**config.mk**
```make
export PLATFORM = sky130hd
export DESIGN_NAME = mem_access_sequencer
export DESIGN_NICKNAME = d
export VERILOG_FILES = /design/src/rtl/mem_access_sequencer.sv
export SDC_FILE = /design/constraint.sdc
export NUM_CORES = 1
export LEC_CHECK = 0
export CAP_MARGIN = 10
export CORE_MARGIN = 8
export CORE_UTILIZATION = 51
export CTS_BUF_LIST = sky130_fd_sc_hd__clkbuf_8
export CTS_CLUSTER_SIZE = 40
export DETAILED_ROUTE_END_ITERATION = 16
export PLACE_DENSITY = 0.86
export SYNTH_ARGS = -nofsm -noshare
export SYNTH_HDL_FRONTEND = slang
export SYNTH_SLANG_ARGS = --single-unit
```
**constraint.sdc**
```tcl
create_clock -name clk -period 11.45 [get_ports clk]
set_input_delay 1.7175 -clock clk [delete_from_list [all_inputs] [get_ports clk]]
set_output_delay 1.7175 -clock clk [all_outputs]
set_load 0.02 [all_outputs]
```
**src/rtl/mem_access_sequencer.sv**
```systemverilog
// rtl/mem_access_sequencer.sv - memory-stage load/store sequencer for the 64-bit data memory
//
// Runs one load or store for each accepted start pulse. Loads read the aligned
// doubleword, then select and extend one lane. Partial stores run as a
// read-modify-write of the aligned doubleword. sd skips the read. A request
// that is misaligned or has an unsupported funct3 completes at once with err
// and makes no memory access.
//
// Ports
//   clk, reset            rising-edge clock; asynchronous active-high reset
//   start                 request pulse, sampled only while idle
//   is_store, funct3      access kind, size and signedness
//   addr, store_data      effective byte address and store operand (rs2)
//   busy                  request in flight (from the cycle after accept through done)
//   done, err             one-cycle completion pulse; err is meaningful with done
//   load_data             extended load result, changed only by a successful load
//   mem_addr              aligned doubleword address of the latched request
//   mem_wr, mem_wdata     one-cycle write strobe and the doubleword to write
//   mem_rdata             read data, valid one cycle after mem_addr is presented

module mem_access_sequencer #(
   parameter int ADDR_W = 64,
   parameter int DATA_W = 64   // only 64 (eight byte lanes) is supported
) (
   input  logic              clk,
   input  logic              reset,
   input  logic              start,
   input  logic              is_store,
   input  logic [2:0]        funct3,
   input  logic [ADDR_W-1:0] addr,
   input  logic [DATA_W-1:0] store_data,
   output logic              busy,
   output logic              done,
   output logic              err,
   output logic [DATA_W-1:0] load_data,
   output logic [ADDR_W-1:0] mem_addr,
   output logic              mem_wr,
   output logic [DATA_W-1:0] mem_wdata,
   input  logic [DATA_W-1:0] mem_rdata
);

   typedef enum logic [2:0] {
      S_IDLE = 3'd0,
      S_RD   = 3'd1,
      S_WT   = 3'd2,
      S_WR   = 3'd3,
      S_DONE = 3'd4
   } state_t;

   state_t            state_q, state_d;
   logic              is_store_q, is_store_d;
   logic [2:0]        funct3_q, funct3_d;
   logic [ADDR_W-1:0] addr_q, addr_d;
   logic [DATA_W-1:0] store_data_q, store_data_d;
   logic              busy_q, busy_d;
   logic              done_q, done_d;
   logic              err_q, err_d;
   logic              mem_wr_q, mem_wr_d;
   logic [DATA_W-1:0] load_data_q, load_data_d;
   logic [DATA_W-1:0] mem_wdata_q, mem_wdata_d;

   // Request check on the live inputs, used only in the cycle start is accepted.
   // Size in bytes is 1 << funct3[1:0]; an access is aligned when the address
   // bits below the size are zero.
   function automatic logic bad_request(input logic st, input logic [2:0] f3,
                                        input logic [2:0] lane);
      logic bad;
      bad = st ? f3[2] : (f3 == 3'b111);
      case (f3[1:0])
         2'd0:    bad = bad;
         2'd1:    bad = bad | lane[0];
         2'd2:    bad = bad | (lane[1:0] != 2'b00);
         default: bad = bad | (lane != 3'b000);
      endcase
      return bad;
   endfunction

   // Load lane select: shift the addressed lane down to bit 0, then keep the
   // access size and fill the upper bits with the sign bit (funct3[2]=0) or zero.
   function automatic logic [63:0] load_extract(input logic [63:0] word,
                                                input logic [2:0]  lane,
                                                input logic [2:0]  f3);
      logic [63:0] s;
      logic        sgn;
      logic [63:0] r;
      s   = word >> {lane, 3'b000};
      sgn = ~f3[2];
      case (f3[1:0])
         2'd0:    r = {{56{sgn & s[7]}},  s[7:0]};
         2'd1:    r = {{48{sgn & s[15]}}, s[15:0]};
         2'd2:    r = {{32{sgn & s[31]}}, s[31:0]};
         default: r = s;
      endcase
      return r;
   endfunction

   // Store merge: the low size bytes of the operand replace lanes
   // lane..lane+size-1; every other lane keeps what memory returned.
   function automatic logic [63:0] store_merge(input logic [63:0] word,
                                               input logic [63:0] data,
                                               input logic [2:0]  lane,
                                               input logic [2:0]  f3);
      logic [63:0] mask;
      case (f3[1:0])
         2'd0:    mask = 64'h0000_0000_0000_00FF;
         2'd1:    mask = 64'h0000_0000_0000_FFFF;
         2'd2:    mask = 64'h0000_0000_FFFF_FFFF;
         default: mask = 64'hFFFF_FFFF_FFFF_FFFF;
      endcase
      mask = mask << {lane, 3'b000};
      return (word & ~mask) | ((data << {lane, 3'b000}) & mask);
   endfunction

   always_comb begin
      state_d      = state_q;
      is_store_d   = is_store_q;
      funct3_d     = funct3_q;
      addr_d       = addr_q;
      store_data_d = store_data_q;
      err_d        = err_q;
      load_data_d  = load_data_q;
      mem_wdata_d  = mem_wdata_q;
      done_d       = 1'b0;
      mem_wr_d     = 1'b0;

      case (state_q)
         S_IDLE: begin
            if (start) begin
               is_store_d   = is_store;
               funct3_d     = funct3;
               addr_d       = addr;
               store_data_d = store_data;
               err_d        = bad_request(is_store, funct3, addr[2:0]);
               if (bad_request(is_store, funct3, addr[2:0])) begin
                  state_d = S_DONE;
                  done_d  = 1'b1;
               end else if (is_store && (funct3[1:0] == 2'd3)) begin
                  // Full doubleword store: nothing to merge, write straight away.
                  state_d     = S_WR;
                  mem_wr_d    = 1'b1;
                  mem_wdata_d = store_data;
               end else begin
                  state_d = S_RD;
               end
            end
         end

         S_RD: begin
            // mem_addr already holds the aligned address; memory answers next cycle.
            state_d = S_WT;
         end

         S_WT: begin
            if (is_store_q) begin
               mem_wdata_d = store_merge(mem_rdata, store_data_q, addr_q[2:0], funct3_q);
               state_d     = S_WR;
               mem_wr_d    = 1'b1;
            end else begin
               load_data_d = load_extract(mem_rdata, addr_q[2:0], funct3_q);
               state_d     = S_DONE;
               done_d      = 1'b1;
            end
         end

         S_WR: begin
            state_d = S_DONE;
            done_d  = 1'b1;
         end

         S_DONE: begin
            // start is ignored here; the request is only taken again from idle.
            state_d = S_IDLE;
         end

         default: begin
            state_d = S_IDLE;
         end
      endcase

      // Outputs are registered from the next state so each strobe lines up
      // with the cycle the FSM spends in the matching state.
      busy_d = (state_d != S_IDLE);
   end

   always_ff @(posedge clk or posedge reset) begin
      if (reset) begin
         state_q      <= S_IDLE;
         is_store_q   <= 1'b0;
         funct3_q     <= 3'd0;
         addr_q       <= '0;
         store_data_q <= '0;
         busy_q       <= 1'b0;
         done_q       <= 1'b0;
         err_q        <= 1'b0;
         mem_wr_q     <= 1'b0;
         load_data_q  <= '0;
         mem_wdata_q  <= '0;
      end else begin
         state_q      <= state_d;
         is_store_q   <= is_store_d;
         funct3_q     <= funct3_d;
         addr_q       <= addr_d;
         store_data_q <= store_data_d;
         busy_q       <= busy_d;
         done_q       <= done_d;
         err_q        <= err_d;
         mem_wr_q     <= mem_wr_d;
         load_data_q  <= load_data_d;
         mem_wdata_q  <= mem_wdata_d;
      end
   end

   assign busy      = busy_q;
   assign done      = done_q;
   assign err       = err_q;
   assign load_data = load_data_q;
   assign mem_wr    = mem_wr_q;
   assign mem_wdata = mem_wdata_q;
   assign mem_addr  = {addr_q[ADDR_W-1:3], 3'b000};

endmodule

```
==> flow_summary.json, run 1 <==
{
  "start_kind": "input pin",
  "fin_tns_setup_ns": 0,
  "antenna_found_initial": 3,
  "fmax_mhz": 232,
  "synth_flop_cell": "dfrtp_1",
  "cp-startpoint": "funct3[0]",
  "post-place-cells": 2389,
  "cts_made_buffers": 45,
  "timing.final.crit_share_pct": 37.6,
  "crit_chain": "clkdlybuf4s50_1, inv_1, ha_1, nand2b_1, a221oi_1, o21a_1, buf_4, inv_2, buf_4, mux2i_1, o21ai_0",
  "pin_count": 395,
  "yosys_register_bits": 267,
  "cp_common_cell": "buf_4",
  "drive_gt1_share_pct": 8.15,
  "endpoint_kind": "flip-flop",
  "nets": 2243,
  "fin_cells": 2471,
  "critPathKind": "in -> reg",
  "min_path_type": "reg -> reg",
  "clock_skew_ns": 0.0289,
  "synthCells": 1781,
  "routed_wirelength_um": 62600,
  "layout_min_cycle_time_ns": 4.31,
  "r2r_end": "mem_wdata[55]$_DFFE_PP0P_",
  "worst_slew_margin_rel_pct": 16.1,
  "yosysWarnings": 0,
  "first_pass_iters": 5,
  "cts-root-buf": "clkbuf_8",
  "gp_congestion": 0.990,
  "cp.depth": 11,
  "power.density_nw_per_um2": 324,
  "synth.avg_cell_area_um2": 8.69,
  "nFillCells": 2475,
  "cts_hold_buf": 0,
  "cts.path.max_buffers": 3,
  "drc": 0,
  "yosysSeqAreaShare_pct": 43.2,
  "path_buf_inv": 5,
  "r2r_slack_ns": 7.17,
  "ys_types": 62,
  "tightestPinTransition_ns": 1.25,
  "areaGrowthSynthToFinish_pct": 28.2,
  "dp_hpwl_um": 46300,
  "crit_end": "mem_wdata[54]$_DFFE_PP0P_",
  "globalRouteTotalUtil_pct": 33.6,
  "die-area_um2": 36200,
  "wire_per_inst_um": 25.3,
  "finalSetupViolCount": 0,
  "hold_ws_ns": 0.473,
  "vdd_drop_max_v": 0.000174,
  "synth_area_um2": 15500,
  "via_per_inst": 6.03,
  "ctsHtreeMaxLevel": 2,
  "vias": 14910,
  "postLayoutCellArea_um2": 19800,
  "grt_max_degree": 98,
  "grt_pass1_wl_um": 93000,
  "worstPathRequired_ns": 11.86,
  "core-area_um2": 30300,
  "initial_core_util_pct": 51.2,
  "die_h_um": 190,
  "status": "completed",
  "grt_pass1_vias": 15101,
  "gr-total-overflow": 0,
  "clkTransAtPathRegs_ns": 0.06,
  "path_delay_family": "buffers and inverters",
  "drtAntennaViolNets": 0,
  "clkSinkCount": 267,
  "dpl_cell_area_um2": 18900,
  "post-cts-setup-buffers": 0,
  "r2r_cells": 5,
  "grt_setup_unrepaired": "false",
  "worstPathMaxFanout": 73,
  "ys_async_sr_fraction_pct": 100,
  "cpPeakStageDelay_ns": 0.54,
  "hold_violations": 0,
  "arrival_ns": 4.72,
  "critical-path-slowest-cell": "clkdlybuf4s50_1",
  "synth_edf_count": 0,
  "r2r_start": "addr_q[1]$_DFFE_PP0P_",
  "placementRows": 64,
  "power_leakage_nw": 8.67,
  "drt_first_iter_violations": 1940,
  "report.final.slew_viol_count": 0,
  "ctsResizeCount": 0,
  "cts_tree": "yes",
  "io_buffers": 391,
  "dieWidth_um": 190,
  "clock_latency_ns": 0.58,
  "maxCapViolations": 0
}
how the worst min path moves through the flow:
stage,slack [ns],end,depth (start not counted),from
2_1_floorplan,0.44,store_data_q[56]$_DFFE_PP0P_,2,store_data_q[56]$_DFFE_PP0P_
3_3_place_gp,0.46,addr_q[17]$_DFFE_PP0P_,2,addr_q[17]$_DFFE_PP0P_
3_5_place_dp,0.46,addr_q[8]$_DFFE_PP0P_,2,addr_q[8]$_DFFE_PP0P_
4_1_cts,0.48,addr_q[8]$_DFFE_PP0P_,2,addr_q[8]$_DFFE_PP0P_
5_1_grt,0.50,addr_q[28]$_DFFE_PP0P_,2,addr_q[28]$_DFFE_PP0P_
6_report,0.47,addr_q[55]$_DFFE_PP0P_,2,addr_q[55]$_DFFE_PP0P_
synthesized netlist by cell type (all sizes together), types with 2 or more instances:
cell type / n / area share, %
o21a: 10 / 0.48
mux4: 12 / 1.7
nand3: 20 / 0.65
and2: 10 / 0.40
and3: 5 / 0.20
a41oi: 6 / 0.34
clkbuf: 69 / 1.7
a211oi: 25 / 1.2
a21oi: 102 / 3.3
nor3b: 2 / 0.13
nor2b: 27 / 1.1
a32oi: 7 / 0.40
inv: 16 / 0.39
o2bb2ai: 9 / 0.51
a221oi: 11 / 0.62
dfrtp: 267 / 43
a21o: 14 / 0.68
nand2: 492 / 12
nor3: 4 / 0.13
a311oi: 8 / 0.57
and3b: 2 / 0.11
buf: 131 / 5.7
mux2: 35 / 2.5
a21boi: 2 / 0.12
nand2b: 23 / 0.93
mux2i: 134 / 8.7
nor2: 142 / 3.5
o21ai: 91 / 2.9
o221a: 8 / 0.58
o311ai: 9 / 0.51
o22a: 10 / 0.57
a22oi: 6 / 0.29
a31oi: 55 / 2.7
ha: 4 / 0.32
per-layer routing:
layer	GRT usage (%)	vias up	share of wire, %
met5	0	-	0.019
met4	19.6	2	6.4
met3	9.80	205	12
met2	52.0	985	44
met1	41.4	7136	37
li1	-	6582	-
power by group:
group          internal [mW]  switching (mW)  leakage, nW  total, mW
Combinational           1.50            2.16         4.97       3.66
Sequential              1.41           0.500         3.16       1.91
Clock                  0.465           0.405        0.542      0.870
Total                   3.37            3.07         8.67       6.44
registers in the layout, summed over array words and instances (netlist names):
signal / flops
addr_q: 64
busy: 1
done: 1
err: 1
funct3_q: 3
is_store_q: 1
load_data: 64
mem_wdata: 64
mem_wr: 1
state_q: 3
store_data_q: 64
layout make-up:
type / count / area, um2 / area share, %
multi-input combinational: 1300 / 7620 / 38.4
sequential: 267 / 6690 / 33.7
timing repair buffer: 410 / 4060 / 20.4
clock buffer: 56 / 771 / 3.88
tap: 396 / 495 / 2.50
clock inverter: 25 / 139 / 0.700
inverter: 16 / 67.6 / 0.340
antenna: 1 / 2.50 / 0.0126
tightest hold or removal path, delay by kind of cell, from the launching register on:
family	cells	cell delay [ns]
flip-flops	1	0.34
AND/OR/NAND/NOR	2	0.11
through the flow:
stage	setup WS, ns	power, mW	utilization (%)
finish	7.14	6.44	65.6
global route	6.95	6.77	65.6
CTS	7.22	6.39	65.6
detailed placement	6.65	5.51	62.5
global placement	6.79	5.43	62.5
floorplan	2.38	4.19	-
cells in the final DEF (no fill, tap or decap), drive strengths merged, types with 14 or more instances in the layout:
master         instances
nand3                 20
nor2                 142
a31oi                 55
inv                   37
a211oi                25
nand2                492
clkdlybuf4s50        391
dfrtp                267
a21o                  14
buf                   19
nand2b                23
mux2i                134
clkbuf                56
a21oi                102
mux2                  35
nor2b                 27
o21ai                 91
cells by family after synthesis:
kind of cell | after synthesis | share of synthesized area [%]
AOI/OAI and AO/OA | 378 | 16.2
adders and majority gates | 4 | 0.323
buffers and inverters | 216 | 7.81
DFF | 267 | 43.2
muxes | 181 | 13.0
other | 1 | 0.0242
and+or+nand+nor | 734 | 19.5
No activity file was read; power rests on OpenSTA's default activity.
==> inputs of run 2 (changes only) <==
--- a/config.mk
+++ b/config.mk
@@ -7,11 +7,11 @@
 export LEC_CHECK = 0
 export CAP_MARGIN = 10
 export CORE_MARGIN = 8
-export CORE_UTILIZATION = 51
+export CORE_UTILIZATION = 46
 export CTS_BUF_LIST = sky130_fd_sc_hd__clkbuf_8
 export CTS_CLUSTER_SIZE = 40
 export DETAILED_ROUTE_END_ITERATION = 16
-export PLACE_DENSITY = 0.86
+export PLACE_DENSITY = 0.82
 export SYNTH_ARGS = -nofsm -noshare
 export SYNTH_HDL_FRONTEND = slang
 export SYNTH_SLANG_ARGS = --single-unit
==> constraint.sdc (replaced) <==
create_clock -name clk -period 3.59 [get_ports clk]
set_input_delay 0.5385 -clock clk [delete_from_list [all_inputs] [get_ports clk]]
set_output_delay 0.5385 -clock clk [all_outputs]
set_load 0.02 [all_outputs]
==> run 2 against run 1 <==
Sequential power grew to 3.1 times the previous value; critical endpoint is now mem_wdata[32]$_DFFE_PP0P_; register-to-register slack lost 6.4 ns; utilization shrank 4.6 points; die area grew 9.9%; count of clock-buffer cells in the layout grew 7; non-clock buffer count grew 42; setup slack lost 6.4 ns; critical path type is now reg -> reg; via count grew 0.80%; design area grew 2.5%; clock skew grew 0.015 ns; largest power group unchanged; sequential share of layout area shrank 0.82 points.
==> flow_summary.json, run 2 (same netlist as run 1, synthesis figures left out) <==
{
  "layout_common_cells": "nand2_1 (492), clkdlybuf4s50_1 (391), dfrtp_1 (265)",
  "hold_violations": 0,
  "vdd_drop_max_v": 0.000584,
  "antenna_found_initial": 3,
  "ctsHtreeMaxLevel": 2,
  "post-cts-setup-buffers": 0,
  "worstPathMaxFanout": 57,
  "maxCapViolations": 0,
  "first_pass_iters": 7,
  "fmax_mhz": 351,
  "placementRows": 67,
  "grt_max_degree": 87,
  "gp_congestion": 0.981,
  "worstPathRequired_ns": 4.04,
  "layout_min_cycle_time_ns": 2.85,
  "clkTransAtPathRegs_ns": 0.06,
  "tightestPinTransition_ns": 0.906,
  "grt_pass1_vias": 15300,
  "power.density_nw_per_um2": 1030,
  "arrival_ns": 3.30,
  "dpl_cell_area_um2": 19400,
  "status": "completed",
  "worst_slew_margin_rel_pct": 39.6,
  "cts_hold_buf": 0,
  "report.final.slew_viol_count": 0,
  "vias": 15030,
  "timing.final.crit_share_pct": 79.4,
  "finalSetupViolCount": 0,
  "nFillCells": 2862,
  "grt_setup_unrepaired": "false",
  "multi_input_area_um2": 7620,
  "nets": 2285,
  "post-place-cells": 2483,
  "clock_skew_ns": 0.0436,
  "critPathKind": "reg -> reg",
  "layout_commonest_cell": "nand2_1",
  "fin_tns_setup_ns": 0,
  "dp_hpwl_um": 49000,
  "drtAntennaViolNets": 0,
  "endpoint_kind": "flip-flop",
  "cts-root-buf": "clkbuf_8",
  "grt_pass1_wl_um": 93600,
  "globalRouteTotalUtil_pct": 31.0,
  "cts_tree": "yes",
  "regArea_um2": 6690,
  "core-area_um2": 33400,
  "ctsResizeCount": 0,
  "clkSinkCount": 267,
  "fin_cells": 2567,
  "cts.path.max_buffers": 3,
  "pin_count": 395,
  "power_leakage_nw": 8.89,
  "dieWidth_um": 199,
  "routed_wirelength_um": 63700,
  "r2r_cells": 6,
  "areaGrowthSynthToFinish_pct": 31.3,
  "io_buffers": 391,
  "die-area_um2": 39800,
  "postLayoutCellArea_um2": 20300,
  "drc": 0,
  "drt_first_iter_violations": 1466,
  "wire_per_inst_um": 24.8,
  "cts_made_buffers": 45,
  "clock_latency_ns": 0.58,
  "via_per_inst": 5.86,
  "die_h_um": 199,
  "gr-total-overflow": 0,
  "start_kind": "flip-flop",
  "drive_gt1_share_pct": 10.3,
  "initial_core_util_pct": 46.4,
  "min_path_type": "in -> async"
}
-- run 2: cell type report --
| type | instances | share of cell area, % |
|---|---|---|
| clock buffer | 63 | 4.26 |
| timing repair buffer | 452 | 21.9 |
| tap | 448 | 2.76 |
| sequential | 267 | 32.9 |
| multi-input combinational | 1300 | 37.5 |
| antenna | 4 | 0.0492 |
| clock inverter | 17 | 0.388 |
| inverter | 16 | 0.314 |
-- run 2: report_power, final --
group / switching (mW) / internal (mW)
clock: 1.29 / 1.56
combinational: 7.11 / 5.01
sequential: 1.41 / 4.49
-- run 2: metal layers --
layer	wire length [um]	vias up	track usage, %
li1	-	6661	-
met1	24500	7304	39.0
met2	28600	881	49.1
met3	7080	182	8.25
met4	3370	2	15.3
met5	11	-	0
-- run 2: final timing paths --
| check | startpoint | to | slack [ns] |
|---|---|---|---|
| max | addr_q[0]$_DFFE_PP0P_ | mem_wdata[32]$_DFFE_PP0P_ | 0.74 |
| max in group asynchronous | reset | load_data[28]$_DFFE_PP0P_ | 2.32 |
| min reg2reg | addr_q[49]$_DFFE_PP0P_ | addr_q[49]$_DFFE_PP0P_ | 0.47 |
| min in group clk | addr_q[49]$_DFFE_PP0P_ | addr_q[49]$_DFFE_PP0P_ | 0.47 |
| max reg2reg | addr_q[0]$_DFFE_PP0P_ | mem_wdata[32]$_DFFE_PP0P_ | 0.74 |
| min | reset | mem_wdata[51]$_DFFE_PP0P_ | 0.41 |
-- run 2: per-stage QoR --
step | utilization, % | setup WS (ns) | hold slack [ns] | power (mW)
floorplan | - | -0.474 | 0.441 | 13.4
global placement | 58.1 | 0.456 | 0.456 | 17.6
detailed placement | 58.1 | 0.344 | 0.462 | 17.9
CTS | 60.9 | 0.798 | 0.404 | 20.8
global route | 60.9 | 0.600 | 0.433 | 22.0
finish | 61.0 | 0.739 | 0.409 | 20.9
-- run 2: worst max-delay path: stages (launching register included) --
cell and delay (ns):
dfrtp_4 0.90, buf_4 0.43, o21ai_0 0.17, o22a_2 0.35, o21ai_0 0.42, a21oi_1 0.18
o21ai_0 0.25
